===== src/rtl/fp16_pkg.sv =====
`default_nettype none
// ============================================================================
// Module      : fp16_pkg
// Description : Shared constants and types for the binary16 datapath stages.
// Revision    : 1.0 - initial release
// ============================================================================
package fp16_pkg;

    localparam int EXP_W = 5;
    localparam int FRAC_W = 10;
    localparam int BIAS = 15;
    localparam logic [4:0] EXP_MAX = 5'h1F;

    // Two-bit explicitly encoded stage state
    typedef enum logic [1:0] {
        IDLE  = 2'd0,
        NORM  = 2'd1,
        ROUND = 2'd2,
        DONE  = 2'd3
    } state_t;

    typedef struct packed {
        logic              sign;
        logic [EXP_W-1:0]  exp;
        logic [FRAC_W-1:0] frac;
    } fp16_t;

endpackage
`default_nettype wire


===== src/rtl/fp16_rne_inc.sv =====
`default_nettype none
// ============================================================================
// Module      : fp16_rne_inc
// Description : Round-to-nearest-even increment of an 11-bit significand.
//               Output carries one extra bit so the caller can renormalise.
// Revision    : 1.0 - initial release
// ============================================================================
module fp16_rne_inc
    import fp16_pkg::*;
#(
    parameter int FRAC_W = 10
) (
    input  logic [FRAC_W:0]   mant,
    input  logic              guard,
    input  logic              sticky,
    output logic [FRAC_W+1:0] rounded,
    output logic              inexact
);

    logic w_inc;

    // Round up above half, or exactly at half when the LSB is odd
    always_comb begin
        w_inc   = guard & (sticky | mant[0]);
        rounded = {1'b0, mant} + {{(FRAC_W + 1){1'b0}}, w_inc};
        inexact = guard | sticky;
    end

endmodule
`default_nettype wire


===== src/rtl/fp16_norm_round.sv =====
`default_nettype none
// ============================================================================
// Module      : fp16_norm_round
// Description : Sequential normalise-and-round stage for binary16. Shifts the
//               raw mantissa sum one position per cycle, then rounds to
//               nearest-even and packs the result with status flags.
// Revision    : 1.0 - initial release
// ============================================================================
module fp16_norm_round
    import fp16_pkg::*;
#(
    parameter int EXP_W  = 5,
    parameter int FRAC_W = 10
) (
    input  logic                    clk,
    input  logic                    rst_n,
    input  logic                    in_valid,
    output logic                    in_ready,
    input  logic                    sign_in,
    input  logic [EXP_W-1:0]        exp_in,
    input  logic [FRAC_W+1:0]       mant_in,
    input  logic                    guard_in,
    input  logic                    sticky_in,
    output logic                    out_valid,
    input  logic                    out_ready,
    output logic [EXP_W+FRAC_W:0]   result,
    output logic                    overflow,
    output logic                    underflow,
    output logic                    inexact
);

    localparam int MW = FRAC_W + 2;   // {carry, hidden, frac}
    localparam int EW = EXP_W + 1;    // internal exponent, one spare bit
    localparam logic [EW-1:0]     c_E_ONE     = EW'(1);
    localparam logic [EW-1:0]     c_E_MAX     = {1'b0, {EXP_W{1'b1}}};
    localparam logic [EXP_W-1:0]  c_EXP_ALL1  = {EXP_W{1'b1}};
    localparam logic [EXP_W-1:0]  c_EXP_ONE   = EXP_W'(1);
    localparam logic [FRAC_W-1:0] c_FRAC_ZERO = '0;

    state_t                 r_state;
    logic                   r_sign;
    logic [MW-1:0]          r_mant;
    logic                   r_guard;
    logic                   r_sticky;
    logic [EW-1:0]          r_e;
    logic                   r_sub;
    logic [EXP_W+FRAC_W:0]  r_result;
    logic                   r_overflow;
    logic                   r_underflow;
    logic                   r_inexact;

    state_t                 w_state_nxt;
    logic                   w_sign_nxt;
    logic [MW-1:0]          w_mant_nxt;
    logic                   w_guard_nxt;
    logic                   w_sticky_nxt;
    logic [EW-1:0]          w_e_nxt;
    logic                   w_sub_nxt;
    logic [EXP_W+FRAC_W:0]  w_result_nxt;
    logic                   w_overflow_nxt;
    logic                   w_underflow_nxt;
    logic                   w_inexact_nxt;

    logic [FRAC_W+1:0]      w_rounded;
    logic                   w_rnd_inexact;
    logic [EW-1:0]          w_e_adj;
    logic [FRAC_W-1:0]      w_frac_rnd;
    logic [EXP_W-1:0]       w_exp_fld;

    fp16_rne_inc #(
        .FRAC_W (FRAC_W)
    ) u_rne_inc (
        .mant    (r_mant[FRAC_W:0]),
        .guard   (r_guard),
        .sticky  (r_sticky),
        .rounded (w_rounded),
        .inexact (w_rnd_inexact)
    );

    // Renormalise after a rounding carry and pick the packed exponent field
    always_comb begin
        if (w_rounded[FRAC_W+1]) begin
            w_frac_rnd = w_rounded[FRAC_W:1];
            w_e_adj    = r_e + c_E_ONE;
        end else begin
            w_frac_rnd = w_rounded[FRAC_W-1:0];
            w_e_adj    = r_e;
        end
        // A subnormal that rounds into the hidden bit becomes the smallest normal
        if (r_sub) begin
            w_exp_fld = w_rounded[FRAC_W] ? c_EXP_ONE : '0;
        end else begin
            w_exp_fld = w_e_adj[EXP_W-1:0];
        end
    end

    // Next-state and datapath update: one shift or decision per cycle
    always_comb begin
        w_state_nxt     = r_state;
        w_sign_nxt      = r_sign;
        w_mant_nxt      = r_mant;
        w_guard_nxt     = r_guard;
        w_sticky_nxt    = r_sticky;
        w_e_nxt         = r_e;
        w_sub_nxt       = r_sub;
        w_result_nxt    = r_result;
        w_overflow_nxt  = r_overflow;
        w_underflow_nxt = r_underflow;
        w_inexact_nxt   = r_inexact;

        case (r_state)
            IDLE: begin
                if (in_valid) begin
                    w_sign_nxt   = sign_in;
                    w_mant_nxt   = mant_in;
                    w_guard_nxt  = guard_in;
                    w_sticky_nxt = sticky_in;
                    w_sub_nxt    = 1'b0;
                    // Denormal inputs share the exponent of the smallest normal
                    w_e_nxt      = (exp_in == '0) ? c_E_ONE : {1'b0, exp_in};
                    if (exp_in == c_EXP_ALL1) begin
                        // Inf/NaN pass straight through with the payload intact
                        w_result_nxt    = {sign_in, c_EXP_ALL1, mant_in[FRAC_W-1:0]};
                        w_overflow_nxt  = 1'b0;
                        w_underflow_nxt = 1'b0;
                        w_inexact_nxt   = 1'b0;
                        w_state_nxt     = DONE;
                    end else begin
                        w_state_nxt = NORM;
                    end
                end
            end

            NORM: begin
                if (r_mant[MW-1]) begin
                    w_mant_nxt   = {1'b0, r_mant[MW-1:1]};
                    w_sticky_nxt = r_sticky | r_guard;
                    w_guard_nxt  = r_mant[0];
                    w_e_nxt      = r_e + c_E_ONE;
                end else if (r_mant[MW-2]) begin
                    w_state_nxt = ROUND;
                end else if ((r_mant == '0) && !r_guard) begin
                    w_result_nxt    = {r_sign, {(EXP_W + FRAC_W){1'b0}}};
                    w_overflow_nxt  = 1'b0;
                    w_underflow_nxt = 1'b0;
                    w_inexact_nxt   = 1'b0;
                    w_state_nxt     = DONE;
                end else if (r_e == c_E_ONE) begin
                    w_sub_nxt   = 1'b1;
                    w_state_nxt = ROUND;
                end else begin
                    w_mant_nxt  = {r_mant[MW-2:0], r_guard};
                    w_guard_nxt = 1'b0;
                    w_e_nxt     = r_e - c_E_ONE;
                end
            end

            ROUND: begin
                w_inexact_nxt = w_rnd_inexact;
                if (w_e_adj >= c_E_MAX) begin
                    w_result_nxt    = {r_sign, c_EXP_ALL1, c_FRAC_ZERO};
                    w_overflow_nxt  = 1'b1;
                    w_underflow_nxt = 1'b0;
                end else begin
                    w_result_nxt    = {r_sign, w_exp_fld, w_frac_rnd};
                    w_overflow_nxt  = 1'b0;
                    w_underflow_nxt = w_rnd_inexact & (w_exp_fld == '0);
                end
                w_state_nxt = DONE;
            end

            DONE: begin
                if (out_ready) begin
                    w_state_nxt = IDLE;
                end
            end

            default: begin
                w_state_nxt = IDLE;
            end
        endcase
    end

    // State and datapath registers; reset aborts any operation in flight
    always_ff @(posedge clk or negedge rst_n) begin
        if (!rst_n) begin
            r_state     <= IDLE;
            r_sign      <= 1'b0;
            r_mant      <= '0;
            r_guard     <= 1'b0;
            r_sticky    <= 1'b0;
            r_e         <= '0;
            r_sub       <= 1'b0;
            r_result    <= '0;
            r_overflow  <= 1'b0;
            r_underflow <= 1'b0;
            r_inexact   <= 1'b0;
        end else begin
            r_state     <= w_state_nxt;
            r_sign      <= w_sign_nxt;
            r_mant      <= w_mant_nxt;
            r_guard     <= w_guard_nxt;
            r_sticky    <= w_sticky_nxt;
            r_e         <= w_e_nxt;
            r_sub       <= w_sub_nxt;
            r_result    <= w_result_nxt;
            r_overflow  <= w_overflow_nxt;
            r_underflow <= w_underflow_nxt;
            r_inexact   <= w_inexact_nxt;
        end
    end

    assign in_ready  = (r_state == IDLE);
    assign out_valid = (r_state == DONE);
    assign result    = r_result;
    assign overflow  = r_overflow;
    assign underflow = r_underflow;
    assign inexact   = r_inexact;

endmodule
`default_nettype wire


===== config.mk =====
export PLATFORM = sky130hd
export DESIGN_NAME = fp16_norm_round
export DESIGN_NICKNAME = d
export VERILOG_FILES = /design/src/rtl/fp16_pkg.sv /design/src/rtl/fp16_rne_inc.sv /design/src/rtl/fp16_norm_round.sv
export SDC_FILE = /design/constraint.sdc
export NUM_CORES = 1
export LEC_CHECK = 0
export ABC_AREA = 1
export CELL_PAD_IN_SITES_DETAIL_PLACEMENT = 1
export CELL_PAD_IN_SITES_GLOBAL_PLACEMENT = 1
export CORE_MARGIN = 2
export CORE_UTILIZATION = 25
export DETAILED_ROUTE_END_ITERATION = 10
export GPL_ROUTABILITY_DRIVEN = 0
export GPL_TIMING_DRIVEN = 0
export HOLD_SLACK_MARGIN = 0.05
export PLACE_DENSITY_LB_ADDON = 0.1
export SYNTH_ARGS = -nofsm -noshare
export SYNTH_HDL_FRONTEND = slang
export SYNTH_HIERARCHICAL = 1
export SYNTH_SLANG_ARGS = --single-unit

===== constraint.sdc =====
create_clock -name clk -period 2.44 [get_ports clk]
set_clock_uncertainty 0.05 [all_clocks]
set_input_delay 0.488 -clock clk [delete_from_list [all_inputs] [get_ports clk]]
set_output_delay 0.488 -clock clk [all_outputs]
set_load 0.05 [all_outputs]

# After elaboration in Yosys (flattened, before gate mapping)
# Cells that the tools add are included.
# totals
output_inout_bits	21
input_bits	24
latch_bits	0
ram_bits	0
ff_bits	43
romBits	0
wordCells	110
mem_count	0
# classes
bitwise	4
div_mod_pow	0
multipliers	0
n_addsub	3
n_reduce_logical	15
magnitude_cmp	1
n_eq_ne	18
n_mux	57
shift	0
# op_table
op	n
16-bit two-way mux	5
16-bit case mux with 3 select lines	1
11-bit two-way mux	4
6-bit two-way mux	6
12-bit case mux with 2 select lines	1
1-bit two-way mux	20
15-bit two-way mux	1
2-bit two-way mux	7
2-bit != test (second input constant)	7
11-bit by 1-bit adder with 12-bit output	1
12-bit logical NOT	1
12-bit two-way mux	1
6-bit case mux with 2 select lines	1
6-bit AND reduction	2
5-bit logical NOT	2
10-bit two-way mux	1
5-bit two-way mux	2
3-bit != test (second input constant)	3
1-bit case mux with 3 select lines	3
2-bit case mux with 4 select lines	1
6-bit by 1-bit adder with 6-bit output (second input constant)	1
6-bit by 1-bit equality test with 1-bit output (second input constant)	1
6-bit by 5-bit greater-or-equal comparator with 1-bit output (second input constant)	1
1-bit case mux with 2 select lines	3
other kinds (17)	22

# Longest topological paths before layout
# Gate-level depths: netlist (run 1).
# logic_depth
depth_word	9
depth_mapped	16
ltp_nobuf	15

# By module
# Netlist (run 1), hierarchy kept.
# by_module_without_submodules
module	cells_each	instances	area_each_um2
fp16_norm_round	423	1	2910.3
fp16_rne_inc	50	1	275.3

# Worst setup path before layout (run 1)
# OpenSTA, ideal clock, no wires.
# synth_timing
kind	flip-flop to flip-flop
start	register r_mant[0]
end	register r_result[9], in the netlist result[9]
path_slack_ns	0.314
arrival_ns	1.955
period_less_slack_ns	2.126
setup_time_ns	0.121
path_stages_with_launch	16
path_cell_list	dfrtp_1 -> o21a_1 -> ha_1 -> nand3_2 -> nor2_4 -> and3_1 -> buf_2 -> inv_2 -> nand2_1 -> nand2_1 -> nand2_1 -> a21oi_1 -> nand3_1 -> buf_2 -> nand4_1 -> a21oi_2
# synth_via
elab_chain_cells	7
# synth_lines
element	line_no	rtl
start, declared	fp16_norm_round.sv:42	logic [MW-1:0] r_mant;
start signal, assigned	fp16_norm_round.sv:201	r_mant <= w_mant_nxt;
1-bit bitwise OR	fp16_rne_inc.sv:24	w_inc = guard & (sticky | mant[0]);
1-bit bitwise AND	fp16_rne_inc.sv:24	
11-bit by 1-bit adder with 12-bit output *	fp16_rne_inc.sv:25	rounded = {1'b0, mant} + {{(FRAC_W + 1){1'b0}}, w_inc};
named net w_rounded[11]	fp16_norm_round.sv:64	logic [FRAC_W+1:0] w_rounded;
6-bit two-way mux	fp16_norm_round.sv:82	if (w_rounded[FRAC_W+1]) begin
6-bit by 5-bit greater-or-equal comparator with 1-bit output	fp16_norm_round.sv:160	if (w_e_adj >= c_E_MAX) begin
15-bit two-way mux *	fp16_norm_round.sv:160	
16-bit case mux with 3 select lines *	fp16_norm_round.sv:111	case (r_state)
end signal, assigned	fp16_norm_round.sv:206	r_result <= w_result_nxt;
end, declared	fp16_norm_round.sv:47	logic [EXP_W+FRAC_W:0] r_result;
# The timed path passes the listed nets; every way through them passes the cells marked *.
# A chain may end at the register's enable or synchronous reset.

# Worst setup path after layout (run 1)
# layout_timing
start	register r_mant[0]
end	register r_result[4], in the netlist result[4]
# The elaborated chain is that of the path after synthesis.

==> results of run 1 <==
[cells in the final DEF, fill, tap and decap left out, drive strengths merged, types with 2 or more instances in the layout]
master	synthesis	final
o21bai	9	9
clkbuf	5	14
xnor2	2	2
buf	13	21
nor2	68	68
nand3	21	21
o221ai	2	2
clkinv	2	3
o22ai	12	12
nand3b	3	3
o211ai	3	3
nand2	135	135
nand4	19	19
nor3	2	2
ha	10	10
a21oi	22	22
clkdlybuf4s50	0	42
inv	54	53
o21ai	33	33
xor2	6	6
dfrtp	43	43
[flip-flops by register name, indices dropped and copies added (netlist names)]
signal,count
inexact,1
overflow,1
r_e,6
r_guard,1
r_mant,12
r_sign,1
r_state,2
r_sticky,1
r_sub,1
result,16
underflow,1
[layer usage]
metal / track usage (%) / up-vias
met5: 0 / -
met2: 27.9 / 42
li1: - / 1654
met4: 3.76 / 0
met3: 2.42 / 8
met1: 24.5 / 1541
[synth_stat cells (6+ instances only)]
master,n
a21oi_1,20
buf_2,8
dfrtp_1,43
ha_1,10
inv_1,50
nand2_1,129
nand3_1,20
nand4_1,19
nor2_1,63
o21ai_0,25
o21ai_1,8
o21bai_1,9
o22ai_1,12
xor2_1,6
[timing repair]
| item | in CTS | in global routing |
|---|---|---|
| resized for setup | 8 | 28 |
| endpoints found under the setup margin | 18 | 31 |
| buffers inserted | 2 | 4 |
| pin swaps | 1 | 8 |
| cloned | 0 | 1 |
[final timing paths]
check	startpoint	end	slack [ns]
max in group asynchronous	rst_n	r_mant[0]	1.73
setup reg to reg	r_mant[0]	result[4]	0.11
min in group clk	result[15]	result[15]	0.42
hold / removal	rst_n	r_e[0]	0.08
hold reg to reg	result[15]	result[15]	0.42
setup / recovery	r_mant[0]	result[4]	0.11
[power groups by stage]
stage / registers, mW / clock network (mW) / logic [mW]
after floorplan: 1.85 / 0 / 2.38
after global placement: 1.42 / 0 / 4.01
after detailed placement: 1.43 / 0 / 4.05
after CTS: 1.41 / 0.764 / 4.10
after global routing: 1.48 / 0.777 / 4.62
final: 1.42 / 0.737 / 4.11
[worst reg2reg max path, stage by stage (launching register included)]
cell and delay (ns):
dfrtp_2 0.40, o21a_1 0.17, ha_2 0.20, nand3_4 0.09
nor2_4 0.15, and3_4 0.20, buf_12 0.14, buf_4 0.12
nand3_1 0.12, nand2_1 0.13, nand3_4 0.11, buf_4 0.18
nand4_1 0.09, a21oi_1 0.07
[logic make-up (layout without fill, tap and decap cells)]
family | Yosys count | after routing | synth area share (%)
simple gates | 251 | 251 | 34.1
fa+ha+maj | 10 | 10 | 3.93
xor+xnor | 8 | 8 | 2.20
flops | 43 | 43 | 33.8
compound gates | 87 | 87 | 16.0
buf+inv | 74 | 134 | 10.0
[through the flow]
stage | hold slack [ns] | TNS, ns
after detailed placement | 0.409 | -2.28
final | 0.0769 | 0
after floorplan | 0.142 | 0
after global placement | 0.406 | -30.27
after CTS | 0.0889 | 0
after global routing | 0.102 | -0.0231
[final cells by class]
cell class | instances | area, sq um | share of cell area, %
Multi-Input combinational cell | 356 | 1870 | 44.7
Sequential cell | 43 | 1080 | 25.8
Timing Repair Buffer | 52 | 507 | 12.1
Inverter | 56 | 228 | 5.45
Tap cell | 172 | 215 | 5.15
Clock buffer | 8 | 156 | 3.74
Buffer | 18 | 128 | 3.05
==> impl_metrics.ini, run 1 <==
[layout]
drive_gt1_share_pct = 12.0
fin_area_sq_mm = 0.00418
num_antenna_cells = 0
fin_util_pct = 33.4
fin_nets = 566
stdcell_count = 705
fill_cells = 1583
area_growth_pct = 31.2

[place]
place_ws_ns = -0.175
dp.cells = 690
dpl-instance-area_sq_mm = 0.00386
port_buffers = 44
dp_hpwl_mm = 8.78

[global_route]
antenna_found_initial = 0
first_global_vias = 3359
grtUsageTotal_pct = 17.2
grt_max_degree = 29
grt_pass1_wl_mm = 18.1
grt-ovfl-total = 0

[pwr]
ir_drop_mv = 0.310
power_frac_comb_pct = 65.5
p_switching_mw = 3.35
p_seq_share_pct = 22.7
pwr-share-clk_pct = 11.8
power.density_mw_per_mm2 = 1500
swShare_pct = 53.4
p_leak_nw = 1.93
power_mw = 6.27
p_int_mw = 2.92

[routing]
drt-total-wl_mm = 11.2
top_layer_used = met4
met2_length_mm = 5.08
dr.first_iter.drc_count = 102
remaining_drc_errors = 0
vias_per_cell = 4.60
antenna_left = 0
routed-wl-met3_um = 266
wl_met1_mm = 5.77
first_pass_iters = 4
routedWlPerCell_um = 15.9
num_vias = 3245

[floorplanning]
die_w_um = 117
io_pins = 45
row_count = 41
die_h_um = 117
dieArea_sq_mm = 0.0137
core_area_sq_mm = 0.0125
start_util_pct = 25.4

[setup_path]
crit_type = flop to flop
slowest_stage = dfrtp_2
cp_num_buf_inv = 3
critPathMaxStageDelay_ns = 0.40
worstPathRequired_ns = 2.56
arrival_ns = 2.45
end_kind = flop
r2r_cells = 13
worst-path-stages = 13
cp_max_fo = 7
crit_path_cell_trace = o21a_1 > ha_2 > nand3_4 > nor2_4 > and3_4 > buf_12 > buf_4 > nand3_1 > nand2_1 > nand3_4 > buf_4 > nand4_1 > a21oi_1
start_kind = flop
critPathTopFamily = simple AND/OR/NAND/NOR gates

[synthesis]
yosys-top-cells-area = dfrtp_1, nand2_1, nor2_1
syn-num-nets = 507
ys_async_sr_fraction_pct = 100
ys_types = 42
postSynthCellCount = 473
ys_ff_latch = 43
synth_top_area_share_pct = 33.8
syn_area_per_cell_sq_um = 6.73
synthFlopType = dfrtp_1
netlist_area_sq_mm = 0.00319
synth_area_leader_cell = dfrtp_1
ys_seq_area_share_pct = 33.8
ys_warn_count = 6
synth_edf_count = 0

[sta]
post-route-period-util_pct = 95.4
final_hold_viol_count = 0
timing.fmax_mhz = 430
min_period_ns = 2.33
slew-limit-headroom_pct = 60.1
worst_slack_ns = 0.113
tightest_slew_ns = 0.599
slew_viol_final = 0
setup_viol = 0

[clocking]
cts_buffer_depth = 2
cts_root_buffer = clkbuf_16
ctsHtreeMaxLevel = 2
cts.sinks = 43
ctsHoldBuffers = 0
clk_latency_ns = 0.29
clk_pin_slew_ns = 0.07
cts_tree = built
cts_made_buffers = 5

[worst_hold_path]
hold_class = input port to async pin

[run_status]
status = finished clean

[job]
max_cap_violations = 0
(Power assumes the default switching activity.)
==> run 2, diff against run 1 <==
- REMOVE_ABC_BUFFERS: not set -> 1
==> impl_metrics.ini, run 2 (synthesized netlist as in run 1, its figures left out) <==
[run_status]
status = finished clean

[sta]
holdWs_ns = 0.0932
final_hold_viol_count = 0
post-route-period-util_pct = 95.1
fin_tns_setup_ns = 0
timing.fmax_mhz = 431
rsz0062_at_grt = yes
setup_viol = 0
tightest_slew_ns = 0.531
worst_slack_ns = 0.119
min_period_ns = 2.32
slew_viol_final = 0
slew-limit-headroom_pct = 64.5

[setup_path]
arrival_ns = 2.46
cp_max_fo = 10
crit_type = flop to flop
worstPathRequired_ns = 2.57
end_kind = flop
start_kind = flop

[routing]
remaining_drc_errors = 0
num_vias = 3270
drt-total-wl_mm = 11.0
antenna_left = 0
dr.first_iter.drc_count = 174
first_pass_iters = 4
routedWlPerCell_um = 15.9
vias_per_cell = 4.73

[pwr]
p_leak_nw = 1.87
pwr-share-clk_pct = 11.6
p_seq_share_pct = 23.6
swShare_pct = 54.6
power_frac_comb_pct = 64.8
power_mw = 6.14
p_int_mw = 2.79
ir_drop_mv = 1.04
power.density_mw_per_mm2 = 1500
p_switching_mw = 3.35

[clocking]
cts_made_buffers = 5
clk_pin_slew_ns = 0.07
clk_latency_ns = 0.31
cts_root_buffer = clkbuf_16
cts_tree = built
cts.sinks = 43
cts_buffer_depth = 2
ctsHtreeMaxLevel = 2

[floorplanning]
core_area_sq_mm = 0.0125
dieArea_sq_mm = 0.0137
io_pins = 45
row_count = 41
die_h_um = 117
die_w_um = 117
start_util_pct = 25.4

[global_route]
grt_pass1_wl_mm = 17.8
grt-ovfl-total = 0
grtUsageTotal_pct = 17.2
grt_max_degree = 34
antenna_found_initial = 0
first_global_vias = 3382

[layout]
area_growth_pct = 28.4
fin_nets = 553
fill_cells = 1616
multi_input_area_sq_mm = 0.00187
layout_common_cells = nand2_1, nor2_1, inv_1
drive_gt1_share_pct = 10.0
fin_util_pct = 32.7
final_common_cell = nand2_1
largest_reg_flops = 16
register_area_sq_mm = 0.00108
num_antenna_cells = 0

[place]
dp_hpwl_mm = 8.16
place_ws_ns = -1.01
port_buffers = 44

[worst_hold_path]
hold_class = input port to async pin

[job]
max_cap_violations = 0
run 2: changes by cell type in the layout (fill, tap and decap cells not counted), moves of 2 or more:
cell	before	now
clkbuf_8	2	0
clkbuf_1	5	0
nand2_1	121	126
buf_2	7	1
nand2_4	6	3
clkbuf_2	2	0
nand2_2	8	5
clkinvlp_4	0	2
run 2: cell type report:
type | instances | area share (%)
timing repair buffer | 57 | 13.7
multi-input combinational | 356 | 45.7
sequential | 43 | 26.3
tap | 172 | 5.26
clock buffer | 5 | 3.06
inverter | 56 | 5.50
clock inverter | 3 | 0.489
run 2: worst max-delay path, stage by stage (launching register included):
cell	delay [ns]
dfrtp_2	0.38
o21a_1	0.16
ha_2	0.20
nand3_4	0.09
nor2_4	0.15
and3_4	0.30
nand2_1	0.09
nand2_1	0.08
nand2_1	0.06
a21oi_2	0.15
nand3_4	0.13
buf_12	0.16
nand4_1	0.10
a21oi_1	0.08
run 2: routing by layer:
metal	track usage (%)	vias to the layer above	routed length, um
met1	21.3	1577	4970
met2	30.6	47	5480
met5	0	-	0
met3	2.83	9	332
met4	5.73	0	186
li1	-	1637	-
run 2: worst paths after layout:
check,from,end,slack (ns),cells past startpoint
worst max-delay path,r_mant[0],result[7],0.12,13
worst min-delay path,rst_n,r_mant[7],0.09,1
worst max register to register,r_mant[0],result[7],0.12,13
worst min register to register,result[15],result[15],0.43,2
max in group asynchronous,rst_n,result[8],1.72,2
min in group clk,result[15],result[15],0.43,2
run 2: through the flow:
step                      area, sq um  std cells
final                            4090        692
after detailed placement         3750        672
after floorplan                  3080        455
after global routing             4090        692
after CTS                        4000        684
after global placement           3740        671
run 2: power groups by stage:
stage                     Combinational, mW  Sequential [mW]  Clock, mW
after floorplan                        2.17             1.88          0
after global placement                 3.77             1.46          0
after detailed placement               3.81             1.46          0
after CTS                              3.92             1.46      0.735
after global routing                   4.45             1.51      0.760
final                                  3.97             1.45      0.712
run 2: repair_timing:
item | 4_1_cts | 5_1_grt
hold buffers | 0 | 0
pin swaps | 2 | 3
resized for setup | 16 | 7
setup buffers | 4 | 8
endpoints found under the setup margin | 42 | 20
==> RTL change 1, RTL diff (config.mk and constraints of run 2) <==
Reset style: synchronous (`rst_n`), changed in one clocked block.
--- a/src/rtl/fp16_norm_round.sv
+++ b/src/rtl/fp16_norm_round.sv
@@ -182,7 +182,7 @@
     end
 
     // State and datapath registers; reset aborts any operation in flight
-    always_ff @(posedge clk or negedge rst_n) begin
+    always_ff @(posedge clk) begin
         if (!rst_n) begin
             r_state     <= IDLE;
             r_sign      <= 1'b0;
Behaviour: differs if rst_n is asserted again (counterexample within 4 cycles, from zero or initial values and one cycle with rst_n low); with rst_n held inactive, the same outputs for 4 cycles.
==> RTL change 1 against run 2 <==
  * Die area increased by 3.0%
  * Routed wire length up 6.0%
  * Final area rose by 1.9%
  * Count of clock-buffer cells in the layout increased by 3
  * Synthesized area grew 3.1%
  * Fmax fell by 0.33%
  * Sequential cell count is the same
  * Setup slack got worse by 0.0076 ns
  * Total power decreased by 11%
  * Critical path type unchanged
  * Largest cell class unchanged
  * Largest power group unchanged
==> RTL change 1: results <==
{
  "synth_compound_area_share_pct": 18.5,
  "yosysSeqAreaShare_pct": 26.2,
  "wl_met1_um": 5480,
  "p_leak_nw": 1.74,
  "grt_pass1_wl_um": 18600,
  "crit_path_top_delay_cell": "dfxtp_4",
  "grt_max_degree": 31,
  "grt_usage_pct": 16.8,
  "dpl_cell_area_um2": 3820,
  "final_cell_count_no_fill": 722,
  "slew_headroom_pct": 54.3,
  "worstPathMaxFanout": 7,
  "drt-pass1-iter-count": 4,
  "portBuffers": 44,
  "highest_layer": "met4",
  "clk_path_buf_depth": 2,
  "met2_length_um": 5770,
  "clkTransAtPathRegs_ns": 0.07,
  "numCtsBuffers": 5,
  "peakVddDrop_mv": 0.546,
  "dp.cells": 703,
  "via_count": 3395,
  "min_path_type": "flip-flop to flip-flop",
  "drtIter0Drc": 107,
  "yosys_most_used_dff": "dfxtp_1",
  "grt_util_met2_pct": 30.5,
  "grt_use_met1_pct": 20.9,
  "yosys_warnings": 6,
  "synthAdderAreaFrac_pct": 3.81,
  "status": "finished clean",
  "dp_hpwl_um": 8600,
  "synth_xor_area_share_pct": 1.33,
  "synth_top_family_by_area": "simple AND/OR/NAND/NOR gates",
  "first_global_vias": 3532,
  "synth_area_leaders": "dfxtp_1, nand2_1, nor2_1",
  "synthDistinctLibCells": 41,
  "synth_common_cells": "nand2_1, nor2_1, dfxtp_1",
  "route.met3.wl_um": 275,
  "async_flop_share_pct": 0,
  "synth_cells": 505,
  "wl_per_cell_um": 16.1,
  "nNetsFinal": 583,
  "synthMuxAreaShare_pct": 0,
  "grtUsageMet3_pct": 2.32,
  "drive_above_1_share_pct": 16.2,
  "finalHoldViolations": 0,
  "clockRootBuffer": "clkbuf_16",
  "cp_slowest_stage_delay_ns": 0.36,
  "pre_cts_ws_ns": -0.824
}
## RTL change 1: timing repair
item	CTS	global route
gates resized for setup	10	18
cloned	0	0
endpoints found under the setup margin	41	37
pin swaps	3	5
buffers inserted	4	7
## RTL change 1: where the power goes
part	switching (mW)	internal, mW	leakage [nW]
logic	2.27	1.08	1.31
clock network	0.310	0.437	0.0772
registers	0.344	1.01	0.356
## RTL change 1: layout make-up
| type | count | area, um^2 |
|---|---|---|
| fillers | 1665 | 8550 |
| multi-input cells | 392 | 2160 |
| flip-flops and latches | 43 | 870 |
| repair buffers | 55 | 558 |
| well taps | 172 | 215 |
| inverters | 52 | 206 |
| clock buffers | 8 | 156 |
## RTL change 1: worst paths after layout
check	startpoint	to	slack (ns)	cells past startpoint
setup reg to reg	r_mant[0]	result[8]	0.11	15
hold reg to reg	r_sticky	r_sticky	0.44	1
setup / recovery	r_mant[0]	result[8]	0.11	15
hold / removal	r_sticky	r_sticky	0.44	1
==> RTL change 2, RTL diff (settings of run 2) <==
Without the edit above. `FRAC_W` is set to 10 in 3 places; all go to 5.
--- a/src/rtl/fp16_pkg.sv
+++ b/src/rtl/fp16_pkg.sv
@@ -7,7 +7,7 @@
 package fp16_pkg;
 
     localparam int EXP_W = 5;
-    localparam int FRAC_W = 10;
+    localparam int FRAC_W = 5;
     localparam int BIAS = 15;
     localparam logic [4:0] EXP_MAX = 5'h1F;
 
--- a/src/rtl/fp16_rne_inc.sv
+++ b/src/rtl/fp16_rne_inc.sv
@@ -8,7 +8,7 @@
 module fp16_rne_inc
     import fp16_pkg::*;
 #(
-    parameter int FRAC_W = 10
+    parameter int FRAC_W = 5
 ) (
     input  logic [FRAC_W:0]   mant,
     input  logic              guard,
--- a/src/rtl/fp16_norm_round.sv
+++ b/src/rtl/fp16_norm_round.sv
@@ -10,7 +10,7 @@
     import fp16_pkg::*;
 #(
     parameter int EXP_W  = 5,
-    parameter int FRAC_W = 10
+    parameter int FRAC_W = 5
 ) (
     input  logic                    clk,
     input  logic                    rst_n,
Interface: changed (resized mant_in and result); port bits go from 45 to 35. The function was not compared with the original's and may differ.
==> RTL change 2 against run 2 <==
  * Total power fell by 21%
  * Synthesized area fell by 24%
  * Register-to-register slack improved by 0.07 ns
  * Largest power group unchanged
  * Final area fell by 23%
  * Routed wire length fell by 27%
  * Worst hold slack improved by 0.14 ns
  * Fmax rose by 1.7%
  * Setup slack improved by 0.039 ns
  * Non-clock buffer count fell by 8
  * Sequential cell count fell by 10
  * Synthesized cell count fell by 24%
  * Count of clock-buffer cells in the layout rose by 2
  * Die area fell by 23%
  * Combinational power fell by 19%
==> RTL change 2: results <==
{
  "route.met3.wl_um": 176,
  "avgSynthCellArea_um2": 6.76,
  "multi_input_area_um2": 1450,
  "synth_compound_area_share_pct": 15.6,
  "tightest_slew_ns": 0.834,
  "synthDistinctLibCells": 38,
  "clockRootBuffer": "clkbuf_8",
  "n_fill_cell": 1192,
  "n_all_inverters": 41,
  "p_comb_share_pct": 66.7,
  "buf_share_pct": 15.1,
  "holdWs_ns": 0.235,
  "dp.cells": 509,
  "clkbuf_count": 7,
  "area_growth_pct": 30.9,
  "first_global_vias": 2666,
  "via_count": 2478,
  "synthAdderAreaFrac_pct": 4.65,
  "clkPwrFrac_pct": 9.3,
  "die-area_um2": 10500,
  "drtIter0Drc": 107,
  "wl_per_cell_um": 15.1,
  "p_leak_nw": 1.44,
  "crit_family": "buffers and inverters",
  "status": "finished clean",
  "cp_slowest_stage_delay_ns": 0.54,
  "crit_path_top_delay_cell": "clkdlybuf4s15_1",
  "met2_length_um": 3990,
  "clk_share_pct": 2.73
}
RTL change 2: what timing repair did:
action                     in CTS  in global routing
hold buffers                    0                  0
setup endpoints to repair      27                 24
resized for setup              13                 12
setup buffers                   8                  7
pin swaps                       2                  4
RTL change 2: worst max-delay path by stage:
stage                    start        end  slack, ns  cells past startpoint
finish              r_state[0]   in_ready       0.16                      3
global route          r_sticky  result[6]       0.01                     14
CTS                   r_sticky  result[6]     -0.002                     14
detailed placement     r_guard  result[6]      -0.84                     14
global placement       r_guard  result[8]      -0.85                     14
floorplan            r_mant[0]  result[5]      -0.09                     14
RTL change 2: cell families after synthesis:
group / count (synthesis)
buffers and inverters: 53
XOR/XNOR: 3
adder cells (fa/ha/maj): 9
flip-flops: 33
AND/OR/NAND/NOR: 196
AO/OA/AOI/OAI: 64
